$ cat config.mk
export PLATFORM = sky130hd
export DESIGN_NAME = io_event_fifo
export DESIGN_NICKNAME = d
export VERILOG_FILES = /design/src/rtl/io_event_fifo.sv
export SDC_FILE = /design/constraint.sdc
export NUM_CORES = 1
export LEC_CHECK = 0
export ABC_AREA = 1
export BUFFER_PORTS_ARGS = -buffer_cell sky130_fd_sc_hd__buf_2
export CORE_ASPECT_RATIO = 0.75
export CORE_UTILIZATION = 40
export CTS_CLUSTER_SIZE = 12
export DETAILED_ROUTE_END_ITERATION = 10
export RECOVER_POWER = 50
export SLEW_MARGIN = 20
export SYNTH_ARGS = -nofsm -noshare
export SYNTH_HDL_FRONTEND = slang
export SYNTH_SLANG_ARGS = --single-unit
$ cat constraint.sdc
create_clock -name clk -period 4.23 [get_ports clk]
set_input_delay 0.423 -clock clk [delete_from_list [all_inputs] [get_ports clk]]
set_output_delay 0.423 -clock clk [all_outputs]
set_load 0.01 [all_outputs]
$ cat src/rtl/io_event_fifo.sv
// Turns debounced button press edges and switch changes into 14-bit event words
// and buffers them in a first-word-fall-through FIFO for the polling CPU.
module io_event_fifo #(
    parameter int DEPTH = 8,
    parameter int AW    = 3
) (
    input  logic          clk,
    input  logic          rst,
    input  logic [4:0]    button,
    input  logic [7:0]    SW,
    input  logic          rd_en,
    input  logic          clr_ovf,
    output logic [13:0]   rd_data,
    output logic          ev_valid,
    output logic [AW:0]   ev_count,
    output logic          overflow,
    output logic [4:0]    btn_level,
    output logic [7:0]    sw_level
);

    localparam logic [AW:0] FULL_CNT = DEPTH[AW:0];
    localparam logic [AW:0] CNT_ONE  = {{AW{1'b0}}, 1'b1};

    logic [4:0]    btn_prev;
    logic [7:0]    sw_prev;
    logic [AW-1:0] wr_ptr;
    logic [AW-1:0] rd_ptr;
    logic [13:0]   mem [DEPTH];

    logic [4:0]    press;
    logic          sw_chg;
    logic          event_hit;
    logic          empty;
    logic          full;
    logic          do_push;
    logic          do_pop;
    logic          drop;

    // Handshake: ev_valid means rd_data holds the oldest event; the CPU takes it by
    // holding rd_en high across a rising edge. rd_en while ev_valid is low is ignored.
    always_comb begin
        press     = button & ~btn_prev;
        sw_chg    = (SW != sw_prev);
        event_hit = (press != 5'd0) | sw_chg;
        empty     = (ev_count == '0);
        full      = (ev_count == FULL_CNT);
        do_pop    = rd_en & ~empty;
        // A pop in the same cycle frees a slot, so a full FIFO still accepts the push.
        do_push   = event_hit & (~full | do_pop);
        drop      = event_hit & full & ~do_pop;
    end

    always_ff @(posedge clk or posedge rst) begin
        if (rst) begin
            btn_prev  <= '0;
            sw_prev   <= '0;
            btn_level <= '0;
            sw_level  <= '0;
        end else begin
            btn_prev  <= button;
            sw_prev   <= SW;
            btn_level <= button;
            sw_level  <= SW;
        end
    end

    always_ff @(posedge clk or posedge rst) begin
        if (rst) begin
            wr_ptr   <= '0;
            rd_ptr   <= '0;
            ev_count <= '0;
        end else begin
            if (do_push) wr_ptr <= wr_ptr + 1'b1;
            if (do_pop)  rd_ptr <= rd_ptr + 1'b1;
            case ({do_push, do_pop})
                2'b10:   ev_count <= ev_count + CNT_ONE;
                2'b01:   ev_count <= ev_count - CNT_ONE;
                default: ev_count <= ev_count;
            endcase
        end
    end

    // Setting wins over clearing when a drop and clr_ovf land on the same edge.
    always_ff @(posedge clk or posedge rst) begin
        if (rst) begin
            overflow <= 1'b0;
        end else if (drop) begin
            overflow <= 1'b1;
        end else if (clr_ovf) begin
            overflow <= 1'b0;
        end
    end

    always_ff @(posedge clk) begin
        if (do_push) mem[wr_ptr] <= {sw_chg, press, SW};
    end

    always_comb begin
        ev_valid = ~empty;
        rd_data  = empty ? 14'd0 : mem[rd_ptr];
    end

endmodule

==> results by group <==
Floorplanning
  – Row count: 36
  – Die Area: 14,400 um2
  – Starting Density: 0.419
  – Die H: 104 um
  – Core area: 13,300 um2
  – Die W: 138 um
  – Ports: 50

Setup path
  – Worst r2r src: ev_count[1]
  – Worst setup SP type: flip-flop
  – R2R cell count: 17
  – Worst R2R Setup Slack: 1.74 ns
  – Worst Path Required: 3.81 ns
  – WS Path Type: reg -> out
  – Crit. End Element: output pin
  – Reg-to-Reg End: ev_count[3]
  – Crit path DAT: 2.24 ns
  – Worst-path fanout max: 57

STA
  – Worst-Margin Slew: 1.04 ns
  – Min Tclk post-route: 2.67 ns
  – Fin. Hold Viols: 0
  – Rel. slew slack: 0.308
  – Fmax: 0.375 GHz
  – Fin crit share: 0.630
  – # setup viols final: 0
  – Clock skew: 0.0108 ns
  – RSZ-0062 raised after global routing: no
  – Final Max Slew Viols: 0
  – Final setup TNS: 0 ns
  – Final worst slack: 1.56 ns

GRT
  – First-pass GRT wire length: 19.8 mm
  – Met2 Usage GRT: 0.283
  – All-Layer GR Usage: 0.186
  – Met3 Resource Use GR: 0.0401
  – Largest net degree at the start of global routing: 58
  – Number of global-route vias before repair: 3,592
  – M1 GR Usage: 0.260
  – Grt ovf: 0
  – Most Used Layer, Global Route: met2
  – Initial antenna violation count: 0

Detailed routing
  – Antenna-violating nets left: 0
  – Drt total wl: 12.3 mm
  – Drt wl/cell: 17.7 um
  – DR pass1 iterations: 7
  – Iter 0 DRT Violations: 212
  – Vias: 3,520
  – DRC viols: 6
  – Via-to-Cell Ratio: 5.05

Synth
  – Yosys warns: 0
  – Synth top area cells: edfxtp_1 (60%), dfrtp_1 (11%), nor2_1 (6.3%), o21ai_0 (4.9%), nand2_1 (2.4%)
  – Cell with the most instances after synthesis: edfxtp_1
  – Top cell type by total area after synthesis: edfxtp_1
  – Number of flops mapped to enable cells by yosys: 112
  – Post-Syn Area: 5570 um2
  – FF+latch count, synth: 136
  – Most used DFF post-synth: edfxtp_1
  – Yosys top cell area share: 0.604
  – Netlist cell types: 28
  – FFs w/ async S/R, synth: 0.176
  – Sequential fraction of the synthesis area: 0.712
  – Syn Inst Count: 459
  – Net Count, Synth: 481
  – Syn Area/Cell: 12.1 um2
  – Synth cell count leaders: edfxtp_1 (112), nor2_1 (94), o21ai_0 (55)

Place
  – Placer Congestion: 0.746
  – Pre-CTS setup slack: 1.56 ns
  – I/O Buffers: 49
  – Detailed placement HPWL: 7.34 mm

Job
  – Max-cap viol count: 0

Power
  – Clock power frac: 0.302
  – Lkg Pwr: 2.48 nW
  – Sw Share: 0.345
  – Flop pwr share: 0.376
  – Worst vdd ir: 604 uV
  – Power per cell area: 777 nW/um2
  – Cell-internal power: 3.36 mW
  – Switch Pwr: 1.77 mW
  – Logic pwr share: 0.322

Worst hold path
  – Min-delay src: button[3]
  – Worst hold path class: in -> reg
  – Hold Crit Endpoint: btn_prev[3]
  – Hold path depth: 1

Clock network
  – CTS Sinks: 136
  – Clk_lat worst skew: 0.41 ns
  – Clock Pin Slew Worst Setup and Hold Paths: 0.06 ns
  – Post-CTS Hold Fix Bufs: 0
  – CTS Root Cell: clkbuf_16
  – CTS H-tree depth: 4
  – Post-CTS sizing: 0
  – TritonCTS clock tree: yes
  – Total CTS buffers: 17
  – CTS Buffer Depth: 2
  – # Post-CTS Setup Buffers: 0

Finish
  – Area grow syn2layout: 18.4%
  – Share of cells above drive strength 1: 0.171
  – Diode count: 0
  – Final #Nets: 535

Run status
  – Outcome: finished with violations
  – Failing checks: DRC
placed cells by master (no fill, tap or decap):
master      instances
nor2_2              6
nand3_4             1
or2_4               1
nand2_4             2
xor2_1              4
clkbuf_8            2
nor2_1             91
clkinv_2            4
nor2_4              1
nand2_1            35
dfrtp_1            24
bufinv_16           4
clkbuf_16          17
ha_1                4
o22ai_1            15
xnor2_1             6
buf_2              29
clkinv_4            4
nand3_1             3
buf_4               8
nand2_2             4
a31oi_1            15
o21ai_0            55
a21oi_1             1
nand3_2             2
o21ai_1            19
inv_1              30
clkbuf_1           21
edfxtp_1          112
clkinvlp_4          1
fa_1                1
inv_2               3
nand4_4             1
per-layer routing:
metal  wire length, um  vias to the layer above
li1                  -                     1714
met1              5760                     1707
met2              5680                       93
met3               796                        6
met4                80                        0
met5                 0                        -
critical path, cell delays in order (launching register included):
cell	delay [ns]
dfrtp_1	0.37
buf_4	0.51
o21ai_0	0.21
o22ai_1	0.19
o21ai_1	0.07
a31oi_1	0.26
buf_2	0.19
logic make-up after synthesis:
| kind of cell | count (synthesis) | synth area share |
|---|---|---|
| AOI/OAI and AO/OA | 105 | 0.101 |
| xor gates and xnor gates | 10 | 0.0157 |
| adders and majority gates | 5 | 0.0126 |
| buffers and inverters | 56 | 0.0422 |
| DFF | 136 | 0.712 |
| and+or+nand+nor | 147 | 0.117 |
power by group through the flow:
| stage | clock network, mW | registers [mW] | logic (mW) |
|---|---|---|---|
| 2_1_floorplan | 0 | 1.95 | 1.09 |
| 3_3_place_gp | 0 | 1.94 | 1.65 |
| 3_5_place_dp | 0 | 1.95 | 1.67 |
| 4_1_cts | 1.57 | 1.93 | 1.68 |
| 5_1_grt | 1.63 | 1.96 | 1.84 |
| 6_report | 1.55 | 1.93 | 1.65 |
sequential cells by signal, summed over array words and instances (netlist names):
name	cells
ev_count	4
overflow	1
rd_ptr	3
sw_prev	8
mem	112
wr_ptr	3
btn_prev	5
layout make-up:
class / count / area, um2
clock buffer: 20 / 457
clock inverter: 12 / 174
fill: 1168 / 6690
inverter: 34 / 133
multi-input combinational: 267 / 1370
sequential: 136 / 3960
tap: 171 / 214
timing repair buffer: 57 / 280
how the worst max path moves through the flow:
stage,startpoint,to,slack [ns]
5_1_grt,rd_ptr[0],rd_data[5],1.36
2_1_floorplan,sw_prev[7],mem[4][0],2.13
6_report,rd_ptr[0],rd_data[5],1.56
3_3_place_gp,SW[4],mem[1][12],1.62
3_5_place_dp,SW[4],mem[1][6],1.56
4_1_cts,rd_ptr[0],rd_data[5],1.54
stage by stage:
| step | power (mW) | hold slack [ns] | area [um2] | utilization | instances |
|---|---|---|---|---|---|
| 2_1_floorplan | 3.03 | 0.438 | 5570 | - | 459 |
| 3_3_place_gp | 3.60 | 0.519 | 6000 | 0.451 | 665 |
| 3_5_place_dp | 3.62 | 0.524 | 6000 | 0.451 | 665 |
| 4_1_cts | 5.18 | 0.117 | 6630 | 0.499 | 697 |
| 5_1_grt | 5.43 | 0.111 | 6590 | 0.496 | 697 |
| 6_report | 5.13 | 0.131 | 6590 | 0.496 | 697 |
Note: power is estimated with default switching activity, not from simulation.
